[config.mk]
export PLATFORM = sky130hd
export DESIGN_NAME = spi_master
export DESIGN_NICKNAME = d
export VERILOG_FILES = /design/src/rtl/spi_master.sv
export SDC_FILE = /design/constraint.sdc
export NUM_CORES = 1
export LEC_CHECK = 0
export ABC_AREA = 1
export CAP_MARGIN = 25
export CELL_PAD_IN_SITES_DETAIL_PLACEMENT = 0
export CELL_PAD_IN_SITES_GLOBAL_PLACEMENT = 1
export CORE_MARGIN = 2
export CORE_UTILIZATION = 38
export CTS_CLUSTER_SIZE = 14
export DETAILED_ROUTE_END_ITERATION = 8
export PLACE_DENSITY_LB_ADDON = 0.1
export SLEW_MARGIN = 10
export SYNTH_ARGS = -nofsm -noshare
export SYNTH_HDL_FRONTEND = slang
export SYNTH_SLANG_ARGS = --single-unit
[constraint.sdc]
create_clock -name clk -period 1.85 [get_ports clk]
set_input_delay 0.37 -clock clk [delete_from_list [all_inputs] [get_ports clk]]
set_output_delay 0.37 -clock clk [all_outputs]
set_load 0.1 [all_outputs]
[src/rtl/spi_master.sv]
// spi_master: byte-wide SPI master, mode 0 (CPOL=0, CPHA=0), MSB first, no chip select.
// A one-cycle start pulse in IDLE launches one 8-bit exchange. mosi leads and miso is
// sampled on the sck rising edge. done pulses for one cycle when the exchange finishes.
module spi_master #(
  parameter int unsigned CLK_DIV = 3  // log2 of clk cycles per sck period, >= 1
) (
  input  logic       clk,
  input  logic       rst,       // synchronous, active-low
  input  logic       miso,
  output logic       mosi,
  output logic       sck,
  input  logic       start,
  input  logic [7:0] data_in,
  output logic [7:0] data_out,
  output logic       busy,
  output logic       done
);

  typedef enum logic [0:0] {
    IDLE = 1'b0,
    XFER = 1'b1
  } state_t;

  // div value just before sck rises, and just before sck falls (wrap to zero)
  localparam logic [CLK_DIV-1:0] DIV_MAX     = '1;
  localparam logic [CLK_DIV-1:0] DIV_HALF_M1 = DIV_MAX >> 1;
  localparam logic [CLK_DIV-1:0] DIV_ONE     = CLK_DIV'(1);

  state_t             state_r,    state_s;
  logic [CLK_DIV-1:0] div_r,      div_s;
  logic [2:0]         bitcnt_r,   bitcnt_s;
  logic [7:0]         tx_r,       tx_s;
  logic [7:0]         rx_r,       rx_s;
  logic [7:0]         data_out_r, data_out_s;
  logic               mosi_r,     mosi_s;
  logic               sck_r,      sck_s;
  logic               busy_r,     busy_s;
  logic               done_r,     done_s;

  // Next-state and next-output logic; every register gets its hold value first
  always_comb begin
    state_s    = state_r;
    div_s      = div_r;
    bitcnt_s   = bitcnt_r;
    tx_s       = tx_r;
    rx_s       = rx_r;
    data_out_s = data_out_r;
    mosi_s     = mosi_r;
    sck_s      = sck_r;
    busy_s     = busy_r;
    done_s     = 1'b0;

    case (state_r)
      IDLE: begin
        sck_s  = 1'b0;
        mosi_s = 1'b0;
        busy_s = 1'b0;
        if (start) begin
          // Capture the byte now so later data_in changes cannot disturb it
          tx_s     = data_in;
          mosi_s   = data_in[7];
          div_s    = '0;
          bitcnt_s = 3'd0;
          busy_s   = 1'b1;
          state_s  = XFER;
        end else begin
          state_s = IDLE;
        end
      end

      XFER: begin
        div_s = div_r + DIV_ONE;
        // sck mirrors the top div bit: low first half-period, high second half
        sck_s = div_s[CLK_DIV-1];
        if (div_r == DIV_HALF_M1) begin
          // sck is about to rise: slave data is stable, shift it in
          rx_s = {rx_r[6:0], miso};
        end else begin
          rx_s = rx_r;
        end
        if (div_r == DIV_MAX) begin
          // sck is about to fall: either advance to the next bit or finish
          if (bitcnt_r == 3'd7) begin
            state_s    = IDLE;
            done_s     = 1'b1;
            busy_s     = 1'b0;
            sck_s      = 1'b0;
            mosi_s     = 1'b0;
            data_out_s = rx_r;
          end else begin
            bitcnt_s = bitcnt_r + 3'd1;
            tx_s     = {tx_r[6:0], 1'b0};
            mosi_s   = tx_r[6];
          end
        end else begin
          bitcnt_s = bitcnt_r;
        end
      end

      default: begin
        state_s = IDLE;
        sck_s   = 1'b0;
        mosi_s  = 1'b0;
        busy_s  = 1'b0;
      end
    endcase
  end

  // State and output registers with synchronous active-low reset
  always_ff @(posedge clk) begin
    if (!rst) begin
      state_r    <= IDLE;
      div_r      <= '0;
      bitcnt_r   <= 3'd0;
      tx_r       <= 8'h00;
      rx_r       <= 8'h00;
      data_out_r <= 8'h00;
      mosi_r     <= 1'b0;
      sck_r      <= 1'b0;
      busy_r     <= 1'b0;
      done_r     <= 1'b0;
    end else begin
      state_r    <= state_s;
      div_r      <= div_s;
      bitcnt_r   <= bitcnt_s;
      tx_r       <= tx_s;
      rx_r       <= rx_s;
      data_out_r <= data_out_s;
      mosi_r     <= mosi_s;
      sck_r      <= sck_s;
      busy_r     <= busy_s;
      done_r     <= done_s;
    end
  end

  assign mosi     = mosi_r;
  assign sck      = sck_r;
  assign busy     = busy_r;
  assign done     = done_r;
  assign data_out = data_out_r;

endmodule

==> results.md, run 1 <==
- Post-Layout Cell Count: 262
- Synth unique cells: 23
- Crit start category: flip-flop
- Initial antenna violation count: 0
- Seq/Total Area, Yosys: 46.1%
- Slew Limit Fails: 0
- Async set-reset flop share out of synthesis: 0%
- CP arrival: 1.69 ns
- FMAX: 663 MHz
- Yosys Warn Count: 0
- Share of layout cells above drive strength 1: 14.5%
- Hold buffers post-CTS: 0
- Die X: 66.3 µm
- Tmin final: 1.51 ns
- Final Hold Fails: 0
- Final Wtd Congestion: 0.726
- TritonCTS clock tree: done
- CORE AREA: 3690 µm²
- Mapped Avg Cell Area: 7.85 µm²
- First-iteration detailed-routing DRC count: 108
- WP data required: 2.03 ns
- Status: complete, no violations
- Most instantiated library cell after synthesis: nand2_1
- Post-CTS Setup Bufs: 0
- Top cell type's share of synthesized area: 46.1%
- Setup TNS: 0 ns
- Root Buffer Master: clkbuf_8
- Die height: 66.3 µm
- Setup ws final: 0.342 ns
- Cts bufs inserted: 5
- Tot GR Track Use: 16.8%
- Synth area leader: dfxtp_1
- Setup violators final: 0
- Commonest cells post-synth: nand2_1, dfxtp_1, nor2_1
- Worst slew margin: 71.2%
- Via count: 1266
- Net Count, Synth: 207
- DIE AREA: 4400 µm²
- Maximum VDD drop: 0.000417 V
- Drt first pass iters: 4
- RSZ-0062 raised after global routing: false
- Max Cap Viol: 0
- Row count: 22
- Vias per cell: 4.83
- Post-CTS sizing: 0
- Final Core Density: 52.4%
- Clk sinks: 34
- Area growth syn-to-layout: 31.0%
- Diodes inserted: 0
- Global-route wire length before repair: 5570 µm
- Synth Instances: 188
- Vias in the first global route: 1248
- Clock-pin slew on the worst setup and hold paths: 0.06 ns
- Final period util: 81.5%
- CTS max path bufs: 2
- Placed Cells: 254
- Fin Hold WS: 0.471 ns
- Predominant post-synthesis flop cell: dfxtp_1
- Detail Route Antenna Nets: 0
- # IOs: 24
- H-tree depth: 2
- Gr ovfl total: 0
- Worst Skew: 0.00528 ns
- Number of flops mapped to enable cells by yosys: 0
- Initial Util: 40.0%
- Netlist Area Pre-Place: 1480 µm²
- Pwr dens: 800 nW/µm²
- Residual DRC: 0
- DR WL/cell: 11.9 µm
- Setup WS pre-CTS: 0.351 ns
- Crit end category: flip-flop
- Final net count: 232
- Hold Crit Class: reg -> reg
- Routed wire length: 3120 µm
- Leakage: 0.813 nW
- Skew-Pair Late Insertion Delay: 0.28 ns
- Seq cells post-synth: 34
- Buffers added on ports: 23
- Critical path type: reg -> reg
- Worst-path fanout max: 16
- HPWL after DPL: 2270 µm
- Area contributors post-synth: dfxtp_1, nand2_1, nor2_1, a21oi_1, ha_1
- Largest net degree at the start of global routing: 20
- Worst slew pin tran: 0.432 ns
- Layout fillers: 368
==> worst max-delay path, cell delays in order, from the launching register on <==
cell and delay, ns:
dfxtp_1 0.36, ha_1 0.21, ha_1 0.31, nand3_4 0.21, nand2_1 0.17, nand2_1 0.06, nand2_1 0.05, nor2_1 0.04
==> path summary, 6_finish.rpt <==
kind                                  from                       end  slack [ns]  depth (start not counted)
setup / recovery     div_r[0]$_SDFFE_PN0P_      tx_r[0]$_SDFFE_PN0P_        0.34                          7
hold / removal    bitcnt_r[0]$_SDFFE_PN0P_  bitcnt_r[0]$_SDFFE_PN0P_        0.47                          1
hold reg to reg   bitcnt_r[0]$_SDFFE_PN0P_  bitcnt_r[0]$_SDFFE_PN0P_        0.47                          1
setup reg to reg     div_r[0]$_SDFFE_PN0P_      tx_r[0]$_SDFFE_PN0P_        0.34                          7
==> sequential cells by signal (all words and copies together), names as in the netlist <==
register  cells
state_r       1
busy          1
data_out      8
rx_r          8
div_r         3
done          1
sck           1
bitcnt_r      3
mosi          1
tx_r          7
==> routing by layer <==
layer,up-vias,part of all wire (%),global-route usage (%)
li1,667,-,-
met1,574,44,19.1
met2,19,49,28.1
met3,6,5.3,5.62
met4,0,1.6,7.91
met5,-,0,0
==> kinds of logic after synthesis <==
family          count (synthesis)  share of synthesized area [%]
simple gates                   98                           29.5
flops                          34                           46.1
compound gates                 32                           11.7
buf+inv                        17                           6.70
fa+ha+maj                       7                           5.94
==> layout make-up <==
type | count | area (µm²) | share of cell area (%)
Tap cell | 48 | 60.1 | 3.11
Timing Repair Buffer | 26 | 348 | 18.0
Multi-Input combinational cell | 137 | 696 | 36.0
Clock buffer | 8 | 110 | 5.70
Inverter | 9 | 38.8 | 2.01
Sequential cell | 34 | 681 | 35.2
==> cells in the final DEF, fill, tap and decap left out <==
cell	count
nand4_1	2
nand3_4	1
nand3b_1	5
a22oi_1	1
clkbuf_8	8
nand2_1	43
clkdlybuf4s50_1	11
a21oi_1	19
inv_1	7
nand2_2	2
a31o_2	1
inv_2	1
inv_6	1
nand2_4	1
nor2_1	30
a211oi_1	1
nand3_1	14
ha_1	7
dfxtp_1	34
o21ai_0	9
buf_12	10
a21oi_2	1
buf_4	5
==> power by group <==
part | total, mW | switching (mW) | leakage, nW | internal [mW]
sequential | 0.765 | 0.0133 | 0.276 | 0.752
combinational | 0.155 | 0.0871 | 0.479 | 0.0676
clock | 0.627 | 0.251 | 0.0575 | 0.376
==> per-stage QoR <==
stage	area (µm²)	total power [mW]
final	1930	1.55
after global routing	1930	1.63
after CTS	1930	1.57
after detailed placement	1820	0.937
after global placement	1820	0.936
after floorplan	1480	0.884
(Power assumes the default switching activity.)
==> run 2, diff against run 1 <==
- clock period: 1.85 -> 1.49 ns (I/O delays scaled with it)
==> run 2 against run 1 <==
Against the previous run: fmax increased by 7.4%; largest power group unchanged; cell count increased by 1.1%; design area increased by 2.5%; sequential share of layout area decreased by 0.78 points.
==> results.md, run 2 (synthesis gave the netlist of run 1 again) <==
- Status: complete, no violations
- CP arrival: 1.58 ns
- Final Core Density: 53.7%
- Max Cap Viol: 0
- Initial Util: 40.0%
- Worst-path fanout max: 8
- Most common cell after layout, fill and taps aside: nand2_1
- Skew-Pair Late Insertion Delay: 0.28 ns
- Via count: 1297
- CTS max path bufs: 2
- Slew Limit Fails: 0
- Finished Cell Area: 1980 µm²
- Residual DRC: 0
- Diodes inserted: 0
- Tot GR Track Use: 17.1%
- Drt first pass iters: 4
- FMAX: 713 MHz
- Setup WS pre-CTS: -0.0481 ns
- CORE AREA: 3690 µm²
- Crit end category: flip-flop
- DIE AREA: 4400 µm²
- HPWL after DPL: 2270 µm
- Final net count: 236
- Leakage: 0.806 nW
- Final period util: 94.2%
- Worst slew pin tran: 0.306 ns
- Largest net degree at the start of global routing: 17
- Layout fillers: 356
- Clk sinks: 34
- Die X: 66.3 µm
- Setup TNS: 0 ns
- First-iteration detailed-routing DRC count: 65
- Vias in the first global route: 1208
- H-tree depth: 2
- Die height: 66.3 µm
- Dpl cell area: 1860 µm²
- Initial antenna violation count: 0
- Pwr dens: 898 nW/µm²
- WP data required: 1.67 ns
- Vias per cell: 4.89
- Hold buffers post-CTS: 0
- Worst slew margin: 79.5%
- Final Hold Fails: 0
- Most frequent cells in the layout: nand2_1, dfxtp_1, nor2_1
- Final Wtd Congestion: 0.729
- Clock-pin slew on the worst setup and hold paths: 0.06 ns
- Hold Crit Class: reg -> reg
- DR WL/cell: 12.5 µm
- Setup ws final: 0.0866 ns
- Share of layout cells above drive strength 1: 17.5%
- Root Buffer Master: clkbuf_8
- Total Power: 1.78 mW
- Tmin final: 1.40 ns
- Gr ovfl total: 0
- Global-route wire length before repair: 5580 µm
- Row count: 22
- Worst Skew: 0.00224 ns
- Maximum VDD drop: 0.000605 V
- # IOs: 24
- Buffers added on ports: 23
- Crit start category: flip-flop
- TritonCTS clock tree: done
- Setup violators final: 0
- Critical path type: reg -> reg
- Routed wire length: 3300 µm
- Area growth syn-to-layout: 34.3%
- Detail Route Antenna Nets: 0
- Cts bufs inserted: 5
## run 2: changes by cell type in the layout (fill, tap and decap cells not counted), sizes merged
cell,change
buf,+3
clkbuf,-1
nand3,+1
## run 2: worst paths after layout
kind | start | endpoint | cells after the start | slack, ns
setup / recovery | bitcnt_r[0]$_SDFFE_PN0P_ | tx_r[0]$_SDFFE_PN0P_ | 8 | 0.09
setup reg to reg | bitcnt_r[0]$_SDFFE_PN0P_ | tx_r[0]$_SDFFE_PN0P_ | 8 | 0.09
hold reg to reg | tx_r[0]$_SDFFE_PN0P_ | tx_r[0]$_SDFFE_PN0P_ | 2 | 0.49
hold / removal | tx_r[0]$_SDFFE_PN0P_ | tx_r[0]$_SDFFE_PN0P_ | 2 | 0.49
## run 2: layer usage
metal	share of wire, %	track usage, %	up-vias
li1	-	-	673
met1	45	20.5	601
met2	50	28.2	19
met3	4.2	5.28	4
met4	1.2	6.89	0
met5	0	0	-
## run 2: power by group
part           internal [mW]  switching [mW]  leakage (nW)  total [mW]
Clock                  0.321           0.306        0.0383       0.628
Combinational         0.0862           0.109         0.491       0.196
Sequential             0.934          0.0209         0.277       0.955
Total                   1.34           0.437         0.806        1.78
## run 2: layout make-up
cell class                      instances  area [µm²]  area share, %
Clock buffer                            7        76.3           3.85
Inverter                                9        38.8           1.96
Multi-Input combinational cell        138         728           36.8
Sequential cell                        34         682           34.4
Tap cell                               48        60.1           3.03
Timing Repair Buffer                   29         395           20.0
## run 2: what timing repair did
item	4_1_cts	5_1_grt
setup endpoints to repair	1	20
resized for setup	1	7
gates cloned	1	0
pin swaps	0	1
setup buffers	0	1
## run 2: per-stage QoR
| step | std cells | hold slack, ns |
|---|---|---|
| CTS | 264 | 0.488 |
| global placement | 256 | 0.458 |
| floorplan | 188 | 0.440 |
| detailed placement | 256 | 0.476 |
| global route | 265 | 0.509 |
| finish | 265 | 0.488 |
## run 2: critical path, cell delays in order, from the launching register on
cell	delay (ns)
dfxtp_1	0.35
ha_2	0.21
ha_1	0.21
inv_2	0.13
nand3_4	0.15
nand2_4	0.12
nand2_1	0.05
nand2_1	0.05
nor2_1	0.03
